**config.mk**
```make
export PLATFORM = sky130hd
export DESIGN_NAME = regfile_4bit
export DESIGN_NICKNAME = d
export VERILOG_FILES = /design/src/rtl/regfile_4bit.sv
export SDC_FILE = /design/constraint.sdc
export NUM_CORES = 1
export LEC_CHECK = 0
export ABC_AREA = 1
export ABC_CLOCK_PERIOD_IN_PS = 2200
export BUFFER_PORTS_ARGS = -buffer_cell sky130_fd_sc_hd__buf_2
export CORE_MARGIN = 5
export CORE_UTILIZATION = 33
export DETAILED_ROUTE_END_ITERATION = 8
export SYNTH_ARGS = -nofsm -noshare
export SYNTH_HDL_FRONTEND = slang
export SYNTH_SLANG_ARGS = --single-unit
```
**constraint.sdc**
```tcl
create_clock -name clk -period 2.2 [get_ports clk]
set_input_delay 0.44 -clock clk [delete_from_list [all_inputs] [get_ports clk]]
set_output_delay 0.44 -clock clk [all_outputs]
set_load 0.1 [all_outputs]
```
**src/rtl/regfile_4bit.sv**
```systemverilog
// Purpose: 8-entry x 4-bit register file, one write port, two registered read ports, same-cycle write forwarding.
// Latency: writes land on the next edge; read data and rvalid appear one cycle after a read request.
// Backpressure: none; accepts one read pair and one write every cycle.
module regfile_4bit #(
  parameter int WIDTH  = 4,
  parameter int DEPTH  = 8,
  parameter int ADDR_W = 3
) (
  input  logic              clk,
  input  logic              rst_n,
  input  logic              we,
  input  logic [ADDR_W-1:0] waddr,
  input  logic [WIDTH-1:0]  wdata,
  input  logic              re,
  input  logic [ADDR_W-1:0] raddr_a,
  input  logic [ADDR_W-1:0] raddr_b,
  output logic [WIDTH-1:0]  rdata_a,
  output logic [WIDTH-1:0]  rdata_b,
  output logic              rvalid
);

  logic [WIDTH-1:0] mem_q [DEPTH];
  logic [WIDTH-1:0] rdata_a_q, rdata_a_d;
  logic [WIDTH-1:0] rdata_b_q, rdata_b_d;
  logic             rvalid_q,  rvalid_d;

  // Next read data: a write to the same address this cycle wins over stale storage, per port.
  always_comb begin
    rdata_a_d = rdata_a_q;
    rdata_b_d = rdata_b_q;
    rvalid_d  = re;
    if (re) begin
      rdata_a_d = (we && (waddr == raddr_a)) ? wdata : mem_q[raddr_a];
      rdata_b_d = (we && (waddr == raddr_b)) ? wdata : mem_q[raddr_b];
    end
  end

  // Storage and output registers; reset clears everything and blocks the write and read of that cycle.
  always_ff @(posedge clk) begin
    if (!rst_n) begin
      for (int i = 0; i < DEPTH; i++) begin
        mem_q[i] <= '0;
      end
      rdata_a_q <= '0;
      rdata_b_q <= '0;
      rvalid_q  <= 1'b0;
    end else begin
      if (we) begin
        mem_q[waddr] <= wdata;
      end
      rdata_a_q <= rdata_a_d;
      rdata_b_q <= rdata_b_d;
      rvalid_q  <= rvalid_d;
    end
  end

  // Outputs come straight from flops so the downstream operand mux sees a clean register-to-output path.
  assign rdata_a = rdata_a_q;
  assign rdata_b = rdata_b_q;
  assign rvalid  = rvalid_q;

endmodule
```
==> results.py <==
metrics = {
    "run_status": {
        "run_status": "complete, no violations",
    },
    "detailed_routing": {
        "routed_wire_length_um": 6320,
        "num_vias": 2143,
        "drcViolationCount": 0,
        "post_detailed_route_wirelength_per_cell_um": 14.6,
        "final_antenna_net_count": 0,
        "first_iter_violations": 292,
        "drt_pre_antenna_iters": 5,
        "vias_per_cell": 4.95,
    },
    "power": {
        "power.internal_uw": 1300,
        "worst_ir_drop_vdd_v": 0.000214,
        "switching_power_uw": 567,
        "cellLeakagePower_uw": 0.00119,
        "sw_frac_of_total_pct": 30.3,
        "cellPowerDensity_mw_per_mm2": 701,
        "pwr-share-seq_pct": 48.7,
        "pwr-share-comb_pct": 19.5,
        "pwr-share-clk_pct": 31.8,
    },
    "sta": {
        "tns_ns": 0,
        "clock-skew-final_ns": 0.00872,
        "rel_slew_slack_pct": 66.0,
        "slew_violations": 0,
        "grt_setup_unrepaired": "false",
        "worst_slew_pin_slew_ns": 0.509,
        "post-route-min-period_ns": 1.49,
        "max_clock_freq_ghz": 0.670,
        "period_utilization_post_route_pct": 67.8,
        "setup_viol": 0,
        "report.final.hold_viol_count": 0,
    },
    "worst_setup_path": {
        "r2r_cells": 6,
        "critical_path.n_buffers_inverters": 1,
        "crit_chain": "buf_2",
        "critPathRequiredTime_ns": 1.76,
        "rr_startpoint": "mem_q[6][2]",
        "timing.rr.end": "rdata_b[2]",
        "crit_fanout": 2,
        "timing.critical_path.to_type": "output port",
        "crit_path_max_incr_delay_ns": 0.43,
        "cp.depth": 1,
        "slowest_stage": "buf_2",
        "critical_path_class": "register to output port",
        "critPathArrivalTime_ns": 1.05,
        "cp-endpoint": "rdata_a[3]",
        "ff2ff_setup_slack_ns": 1.10,
        "worstSetupStartpointType": "register",
        "startpoint": "rdata_a[3]",
        "critPathTopFamily": "buffers and inverters",
    },
    "hold_path": {
        "whs_path_depth": 2,
        "classification_of_the_worst_slack_hold_path": "register to register",
    },
    "finish": {
        "post_layout_nets": 354,
        "insertedDiodeCount": 0,
        "syn_to_final_growth_pct": 12.9,
        "final_design_area_no_fill_mm2": 0.00267,
        "final_layout_size_suffix_gt1_share_pct": 16.6,
    },
    "synthesis": {
        "net_count_after_synthesis": 328,
        "synth-main-ff-cell": "edfxtp_1",
        "synth_top_cell_area_share_pct": 40.6,
        "combined_area_of_all_synthesized_cells_mm2": 0.00236,
        "postSynth.asyncResetShare_pct": 0,
        "synth_top_cells_by_count": "nand2_1, nor2_1, nand3_1, edfxtp_1, inv_1",
        "number_of_flops_mapped_to_enable_cells_by_yosys": 32,
        "synth_area_per_cell_um2": 7.60,
        "post_synth_inst_count": 311,
        "area_leader_netlist": "edfxtp_1",
        "synth_sequential_area_ratio_pct": 48.3,
        "post-synth-top-count-cell": "nand2_1",
        "synth-seq-cells": 41,
        "synth.top_cells.by_area": "edfxtp_1, nand2_1, nand3_1",
        "synth-warning-count": 0,
        "synth.distinct_cells": 23,
    },
    "global_routing": {
        "vias_in_the_first_global_route": 1955,
        "grt_first_pass_wirelength_um": 10000,
        "grt_antenna_before_repair": 0,
        "largest_net_degree_at_the_start_of_global_routing": 18,
        "total_overflow_reported_by_the_global_router": 0,
        "grt_usage_pct": 14.7,
    },
    "clock_tree": {
        "clkTransAtPathRegs_ns": 0.08,
        "clock_path_buffers": 2,
        "postCtsSetupBuffers": 0,
        "cts_resized": 0,
        "postCtsHoldBufs": 0,
        "clock_sink_count": 41,
        "clockRootBuffer": "clkbuf_8",
        "clk_latency_ns": 0.29,
        "h_tree_levels": 2,
        "cts_tree": "done",
        "numCtsBuffers": 5,
    },
    "die": {
        "initial_utilization_pct": 34.4,
        "core.rowCount": 30,
        "core-area_mm2": 0.00687,
        "die_y_um": 94.7,
        "total_die_area_mm2": 0.00896,
        "die_x_um": 94.7,
        "top_level_ports": 26,
    },
    "placed_design": {
        "dpl.hpwl_um": 4670,
        "place_area_mm2": 0.00256,
        "place_congestion": 0.917,
        "port-buffer-count": 25,
    },
    "job": {
        "max_cap_viol_count": 0,
    },
}
-- routing by layer --
layer	vias up	global-route usage (%)	part of all wire [%]
met1	956	20.1	46
li1	1059	-	-
met5	-	0	0
met4	0	6.01	3.1
met2	111	23.1	43
met3	17	2.39	8.2
-- registers in the layout, indices dropped and copies added, names as in the netlist --
register,flops
rvalid,1
rdata_b,4
mem_q,32
rdata_a,4
-- how the worst min path moves through the flow --
stage          startpoint    endpoint
2_1_floorplan       rst_n  rdata_b[2]
3_3_place_gp   rdata_a[2]  rdata_a[2]
3_5_place_dp   rdata_a[2]  rdata_a[2]
4_1_cts        rdata_a[2]  rdata_a[2]
5_1_grt        rdata_b[3]  rdata_b[3]
6_report       rdata_a[0]  rdata_a[0]
-- power by group through the flow --
stage	clock network, uW	logic (uW)	registers, uW
4_1_cts	599	363	912
5_1_grt	626	396	918
3_3_place_gp	0	365	929
2_1_floorplan	0	188	1010
6_report	594	365	912
3_5_place_dp	0	363	930
-- layout by cell type, fill, tap and decap left out, types with 5 or more instances in the layout --
cell	count
nor2_1	63
nand2_1	87
edfxtp_1	32
inv_1	16
nand3_1	49
a21oi_1	5
buf_2	25
clkbuf_8	5
o21ai_0	15
dfxtp_1	9
-- worst reg2reg max path, delay by kind of cell, from the launching register on --
| family | cells | cell delay (ns) |
|---|---|---|
| flops | 1 | 0.40 |
| simple gates | 4 | 0.44 |
| compound gates | 2 | 0.16 |
-- kinds of logic after synthesis --
| logic type | after synthesis | synth area share (%) |
|---|---|---|
| buffers and inverters | 36 | 7.83 |
| flip-flops | 41 | 48.3 |
| AND/OR/NAND/NOR | 208 | 37.6 |
| AO/OA/AOI/OAI | 26 | 6.30 |
-- cell type report --
type / instances / area [um^2]
Clock buffer: 5 / 68.8
Clock inverter: 2 / 35.0
Fill cell: 717 / 4200
Inverter: 26 / 110
Multi-Input combinational cell: 234 / 1040
Sequential cell: 41 / 1140
Tap cell: 96 / 120
Timing Repair Buffer: 29 / 155
-- stage by stage --
stage               cells  power [uW]  hold WS, ns  utilization, %  worst slack (ns)
global placement      426        1290        0.452            37.3             0.461
global route          433        1940        0.494            38.9             0.671
finish                433        1870        0.465            38.9             0.708
floorplan             311        1200        0.597               -             0.835
CTS                   433        1880        0.467            38.9             0.697
detailed placement    426        1290        0.454            37.3             0.423
(Power assumes the default switching activity.)
